==> src/rtl/lsu_pkg.sv <==
// Shared encodings and the captured-request payload for the load/store unit.
package lsu_pkg;

  localparam int unsigned XLEN     = 32;
  localparam int unsigned HALF_W   = 16;
  localparam int unsigned ADDR_W   = 32;

  typedef enum logic [1:0] {
    SZ_BYTE = 2'd0,
    SZ_HALF = 2'd1,
    SZ_WORD = 2'd2,
    SZ_BAD  = 2'd3
  } lsu_size_e;

  typedef enum logic [1:0] {
    ST_IDLE  = 2'd0,
    ST_READ  = 2'd1,
    ST_WRITE = 2'd2,
    ST_RESP  = 2'd3
  } lsu_state_e;

  // Only the low address bits and low store half are needed after acceptance.
  typedef struct packed {
    logic              we;
    lsu_size_e         size;
    logic              is_unsigned;
    logic [1:0]        addr_lo;
    logic [HALF_W-1:0] wdata_lo;
  } lsu_req_t;

endpackage

==> src/rtl/lsu_lane_align.sv <==
// Byte-lane steering: extract/extend for loads, lane merge for sub-word stores.
module lsu_lane_align
  import lsu_pkg::*;
(
  input  logic [1:0]      addr_lo,
  input  lsu_size_e       size,
  input  logic            is_unsigned,
  input  logic [XLEN-1:0] word,
  input  logic [XLEN-1:0] wdata,
  output logic [XLEN-1:0] load_data_c,
  output logic [XLEN-1:0] store_data_c
);

  logic [4:0]        shamt;
  logic [HALF_W-1:0] shifted;
  logic [XLEN-1:0]   mask;
  logic [XLEN-1:0]   ins;

  always_comb begin
    shamt = {addr_lo, 3'b000};
    if (size == SZ_HALF) begin
      shamt = {addr_lo[1], 4'b0000};
    end
    shifted     = HALF_W'(word >> shamt);
    load_data_c = word;
    mask        = '1;
    ins         = wdata;
    case (size)
      SZ_BYTE: begin
        load_data_c = is_unsigned ? {24'h0, shifted[7:0]}
                                  : {{24{shifted[7]}}, shifted[7:0]};
        mask        = XLEN'(32'h0000_00FF << shamt);
        ins         = XLEN'({24'h0, wdata[7:0]} << shamt);
      end
      SZ_HALF: begin
        load_data_c = is_unsigned ? {16'h0, shifted}
                                  : {{16{shifted[15]}}, shifted};
        mask        = XLEN'(32'h0000_FFFF << shamt);
        ins         = XLEN'({16'h0, wdata[15:0]} << shamt);
      end
      default: ;
    endcase
    // Word case leaves mask all-ones, so the merge degenerates to wdata.
    store_data_c = (word & ~mask) | (ins & mask);
  end

endmodule

==> src/rtl/load_store_unit.sv <==
// Load/store unit: converts byte/half/word CPU requests into word-aligned
// memory accesses, with read-modify-write for sub-word stores.
module load_store_unit
  import lsu_pkg::*;
#(
  parameter int unsigned DEPTH_WORDS = 2048
) (
  input  logic              clock,
  input  logic              resetn,
  input  logic              req_valid,
  output logic              req_ready,
  input  logic              req_we,
  input  logic [1:0]        req_size,
  input  logic              req_unsigned,
  input  logic [ADDR_W-1:0] req_addr,
  input  logic [XLEN-1:0]   req_wdata,
  output logic              resp_valid,
  input  logic              resp_ready,
  output logic [XLEN-1:0]   resp_rdata,
  output logic              resp_err,
  output logic [ADDR_W-1:0] mem_addr,
  output logic [XLEN-1:0]   mem_wdata,
  output logic              mem_we,
  input  logic [XLEN-1:0]   mem_rdata
);

  localparam logic [ADDR_W:0] ADDR_LIMIT = (ADDR_W + 1)'(DEPTH_WORDS) << 2;

  lsu_state_e        state_q, state_d;
  lsu_req_t          req_q, req_d;
  logic              req_ready_q, req_ready_d;
  logic              resp_valid_q, resp_valid_d;
  logic              resp_err_q, resp_err_d;
  logic [XLEN-1:0]   resp_rdata_q, resp_rdata_d;
  logic              mem_we_q, mem_we_d;
  logic [ADDR_W-1:0] mem_addr_q, mem_addr_d;
  logic [XLEN-1:0]   mem_wdata_q, mem_wdata_d;

  lsu_size_e         size_in;
  logic              req_err_c;
  logic [XLEN-1:0]   load_data_c;
  logic [XLEN-1:0]   store_data_c;

  // mem_rdata is the addressed word during READ, which is when both uses occur.
  lsu_lane_align u_align (
    .addr_lo      (req_q.addr_lo),
    .size         (req_q.size),
    .is_unsigned  (req_q.is_unsigned),
    .word         (mem_rdata),
    .wdata        ({16'h0, req_q.wdata_lo}),
    .load_data_c  (load_data_c),
    .store_data_c (store_data_c)
  );

  always_comb begin
    size_in   = lsu_size_e'(req_size);
    req_err_c = (size_in == SZ_BAD)
             || ((size_in == SZ_HALF) && req_addr[0])
             || ((size_in == SZ_WORD) && (req_addr[1:0] != 2'b00))
             || ({1'b0, req_addr} >= ADDR_LIMIT);
  end

  // Next-state and next-output logic; outputs are registered from these.
  always_comb begin
    state_d      = state_q;
    req_d        = req_q;
    resp_valid_d = resp_valid_q;
    resp_err_d   = resp_err_q;
    resp_rdata_d = resp_rdata_q;
    mem_we_d     = 1'b0;
    mem_addr_d   = mem_addr_q;
    mem_wdata_d  = mem_wdata_q;

    case (state_q)
      ST_IDLE: begin
        if (req_valid) begin
          req_d = '{we:          req_we,
                    size:        size_in,
                    is_unsigned: req_unsigned,
                    addr_lo:     req_addr[1:0],
                    wdata_lo:    req_wdata[HALF_W-1:0]};
          if (req_err_c) begin
            state_d      = ST_RESP;
            resp_valid_d = 1'b1;
            resp_err_d   = 1'b1;
            resp_rdata_d = '0;
          end else begin
            mem_addr_d = {req_addr[ADDR_W-1:2], 2'b00};
            if (req_we && (size_in == SZ_WORD)) begin
              state_d     = ST_WRITE;
              mem_we_d    = 1'b1;
              mem_wdata_d = req_wdata;
            end else begin
              state_d = ST_READ;
            end
          end
        end
      end
      ST_READ: begin
        if (req_q.we) begin
          state_d     = ST_WRITE;
          mem_we_d    = 1'b1;
          mem_wdata_d = store_data_c;
        end else begin
          state_d      = ST_RESP;
          resp_valid_d = 1'b1;
          resp_err_d   = 1'b0;
          resp_rdata_d = load_data_c;
        end
      end
      ST_WRITE: begin
        state_d      = ST_RESP;
        resp_valid_d = 1'b1;
        resp_err_d   = 1'b0;
        resp_rdata_d = '0;
      end
      ST_RESP: begin
        if (resp_ready) begin
          state_d      = ST_IDLE;
          resp_valid_d = 1'b0;
          resp_err_d   = 1'b0;
          resp_rdata_d = '0;
        end
      end
      default: state_d = ST_IDLE;
    endcase

    req_ready_d = (state_d == ST_IDLE);
  end

  always_ff @(posedge clock) begin
    if (!resetn) begin
      state_q      <= ST_IDLE;
      req_q        <= '0;
      req_ready_q  <= 1'b1;
      resp_valid_q <= 1'b0;
      resp_err_q   <= 1'b0;
      resp_rdata_q <= '0;
      mem_we_q     <= 1'b0;
      mem_addr_q   <= '0;
      mem_wdata_q  <= '0;
    end else begin
      state_q      <= state_d;
      req_q        <= req_d;
      req_ready_q  <= req_ready_d;
      resp_valid_q <= resp_valid_d;
      resp_err_q   <= resp_err_d;
      resp_rdata_q <= resp_rdata_d;
      mem_we_q     <= mem_we_d;
      mem_addr_q   <= mem_addr_d;
      mem_wdata_q  <= mem_wdata_d;
    end
  end

  assign req_ready  = req_ready_q;
  assign resp_valid = resp_valid_q;
  assign resp_err   = resp_err_q;
  assign resp_rdata = resp_rdata_q;
  assign mem_addr   = mem_addr_q;
  assign mem_wdata  = mem_wdata_q;
  // Reset kills an in-flight write in the same cycle, so no store lands partially.
  assign mem_we     = mem_we_q & resetn;

endmodule

==> config.mk <==
export PLATFORM = sky130hd
export DESIGN_NAME = load_store_unit
export DESIGN_NICKNAME = d
export VERILOG_FILES = /design/src/rtl/lsu_pkg.sv /design/src/rtl/lsu_lane_align.sv /design/src/rtl/load_store_unit.sv
export SDC_FILE = /design/constraint.sdc
export NUM_CORES = 1
export LEC_CHECK = 0
export CORE_MARGIN = 5
export CORE_UTILIZATION = 46
export CTS_BUF_LIST = sky130_fd_sc_hd__clkbuf_16
export DETAILED_ROUTE_END_ITERATION = 10
export PLACE_DENSITY = 0.81
export SYNTH_ARGS = -nofsm -noshare
export SYNTH_HDL_FRONTEND = slang
export SYNTH_SLANG_ARGS = --single-unit
export TNS_END_PERCENT = 20
==> constraint.sdc <==
create_clock -name clock -period 2.9 [get_ports clock]
set_input_delay 0.58 -clock clock [delete_from_list [all_inputs] [get_ports clock]]
set_output_delay 0.58 -clock clock [all_outputs]
set_load 0.03 [all_outputs]
==> impl_metrics.py <==
metrics = {
    "floorplan": {
        "io_pins": 204,
        "die_h_um": 122,
        "initial_core_util": 0.464,
        "rows": 41,
        "die_w_um": 122,
        "dieArea_um2": 15000,
        "core-area_um2": 12500,
    },
    "setup_path": {
        "crit_required_ps": 3220,
        "cp-start-kind": "input port",
        "crit_type": "in -> reg",
        "timing.critical_path.arrival_ps": 2740,
        "r2r_start": "req_q[20]$_SDFFE_PN0P_",
        "cp_max_fo": 33,
        "reg2reg_depth": 4,
        "worst_setup_path_end_kind": "flop",
        "startpoint": "req_addr[14]",
    },
    "logic_synthesis": {
        "yosys.area.top_type": "dfxtp_1",
        "ys_seq_area_frac": 0.421,
        "async_flop_share": 0,
        "synth_cells": 683,
        "synth_cell_type_count": 47,
        "synth_edf_count": 0,
        "avgSynthCellArea_um2": 8.50,
        "synth_top_area_share": 0.421,
        "ys_warn_count": 0,
        "synth_area_um2": 5810,
        "yosys_most_used_dff": "dfxtp_1",
        "synth_area_leaders": "dfxtp_1, o21ai_0, nand2_1",
        "synth-seq-cells": 122,
    },
    "timing": {
        "finalClockSkew_ps": 5.17,
        "clock.fmax_ghz": 0.412,
        "worst_pin_slew_ps": 1200,
        "rsz0062_at_grt": "no",
        "hold_viol": 0,
        "finalSetupViolCount": 0,
        "fin_crit_sh": 0.836,
        "fin_tns_setup_ps": 0,
        "period_needed_ps": 2420,
        "relSlewSlack": 0.199,
        "slew_violations": 0,
    },
    "pwr": {
        "p_clk_frac": 0.439,
        "p_sw_frac": 0.283,
        "power.switching_mw": 1.41,
        "ir_worst_vdd_mv": 0.411,
        "powerDensity_nw_per_um2": 587,
        "power_frac_comb": 0.194,
        "intPower_mw": 3.58,
        "p_seq_frac": 0.367,
        "power.leakage_nw": 3.20,
    },
    "grt": {
        "grt_max_degree": 148,
        "grt_pass1_wl_mm": 31.9,
        "grt.overflow.total": 0,
        "grt_use_total": 0.274,
        "grt_antenna_before_repair": 0,
        "grt_pass1_vias": 5951,
    },
    "min_path": {
        "min-delay-start": "resp_rdata[17]$_SDFFE_PN0P_",
        "hold_depth": 2,
        "hold_class": "reg -> reg",
    },
    "drt": {
        "drc": 0,
        "wl_met2_mm": 9.80,
        "via_per_inst": 5.91,
        "dr.max_layer_used": "met4",
        "wl_mm": 20.7,
        "ant_nets": 0,
        "drt-met1-wl_mm": 8.50,
        "drt_pass1_iterations": 7,
        "initialDrtViolationCount": 637,
        "wire_per_inst_um": 19.9,
        "wl_met3_mm": 1.86,
        "vias": 6162,
    },
    "cts": {
        "cts_hold_buffers": 0,
        "cts_tree": "yes",
        "cts_root_buffer": "clkbuf_16",
        "cts_resized": 0,
        "post_cts_buffers": 0,
        "clk_latency_ps": 420,
        "path_clk_slew_ps": 50,
        "cts_buffers": 17,
        "cts.path.max_buffers": 2,
        "clock_sinks": 122,
        "htree_levels": 4,
    },
    "status": {
        "status": "complete, no violations",
    },
    "place": {
        "place.gp.congestion": 0.988,
        "hpwlAfterDp_mm": 14.9,
        "placed_cell_area_um2": 7900,
        "port_buffers": 201,
    },
    "final_layout": {
        "fillerInstances": 1032,
        "fin_area_um2": 8510,
        "drive_gt1_frac": 0.0816,
        "antenna_cells": 0,
        "nets": 961,
        "area_delta_synth_final_pct": 46.6,
    },
    "flow_run": {
        "maxCapViolCount": 0,
    },
}
-- cell usage in the layout (no fill, tap or decap), types with 9 or more instances in the layout --
cell type / instances
o31ai_1: 12
nand4_1: 24
a221oi_1: 16
nor2_1: 11
clkbuf_16: 17
clkdlybuf4s50_1: 200
a211oi_1: 9
a21oi_1: 24
o221ai_1: 10
buf_4: 19
mux2i_1: 28
o22ai_1: 21
o21ai_0: 81
a21boi_0: 24
dfxtp_1: 122
nor2b_1: 23
a22o_1: 15
o31ai_2: 13
nand2_1: 99
and3_1: 20
-- worst max-delay path: stages --
cell and delay, ps:
clkdlybuf4s50_1 400, nor4_1 330, o211ai_1 200, or4b_1 570
and2_4 340, o31ai_1 310
-- synth_stat cells (13+ instances only) --
master    number
clkbuf_1      56
a22o_1        15
o31ai_2       13
nand2_1       99
mux2i_1       28
o22ai_1       21
and3_1        20
a21boi_0      24
a21oi_1       25
a221oi_1      16
o21ai_0       81
nor2b_1       23
dfxtp_1      122
nand4_1       24
-- layer usage --
layer | track usage | vias up
li1 | - | 2869
met3 | 0.0797 | 52
met5 | 0 | -
met1 | 0.346 | 2924
met2 | 0.440 | 317
met4 | 0.110 | 0
-- area by class of cell --
class / count / area, µm² / share of cell area
inverters: 4 / 15.0 / 0.00176
multi-input cells: 492 / 3070 / 0.360
flip-flops and latches: 122 / 2440 / 0.287
clock buffers: 17 / 425 / 0.0500
repair buffers: 220 / 2160 / 0.254
clock inverters: 15 / 183 / 0.0215
well taps: 172 / 215 / 0.0253
-- per-stage QoR --
step	cells	worst slack (ps)	util	hold WS, ps	total power, mW
final	1042	475	0.680	448	4.99
after global routing	1042	409	0.680	470	5.17
after CTS	1042	506	0.680	448	4.99
after detailed placement	1010	97.6	0.631	442	2.81
after global placement	1010	146	0.631	435	2.79
after floorplan	684	567	-	457	2.39
-- path summary, 6_finish.rpt --
check / endpoint / slack [ps]
worst min-delay path: resp_rdata[17]$_SDFFE_PN0P_ / 450
worst max-delay path: mem_wdata[20]$_SDFFE_PN0P_ / 480
worst max register to register: mem_wdata[25]$_SDFFE_PN0P_ / 540
worst min register to register: resp_rdata[17]$_SDFFE_PN0P_ / 450
-- power groups by stage --
| stage | Combinational, mW | Clock, mW | Sequential (mW) |
|---|---|---|---|
| global placement | 0.932 | 0 | 1.86 |
| global route | 1.04 | 2.29 | 1.84 |
| floorplan | 0.456 | 0 | 1.93 |
| finish | 0.968 | 2.19 | 1.83 |
| CTS | 0.957 | 2.21 | 1.83 |
| detailed placement | 0.949 | 0 | 1.86 |
-- state kept, by name (all words and copies together) (netlist names) --
signal      flops
mem_wdata      32
resp_rdata     32
mem_addr       30
req_q          22
state_q         2
mem_we_q        1
req_ready       1
resp_err        1
resp_valid      1
-- kinds of logic (layout without fill, tap and decap cells) --
group | after synthesis | in the layout | synth area share
AO/OA/AOI/OAI | 247 | 247 | 0.290
buffers and inverters | 70 | 256 | 0.0524
flip-flops | 122 | 122 | 0.421
multiplexers | 29 | 29 | 0.0522
other | 1 | 2 | 0.000646
AND/OR/NAND/NOR | 214 | 214 | 0.184
No activity file was read; power rests on OpenSTA's default activity.
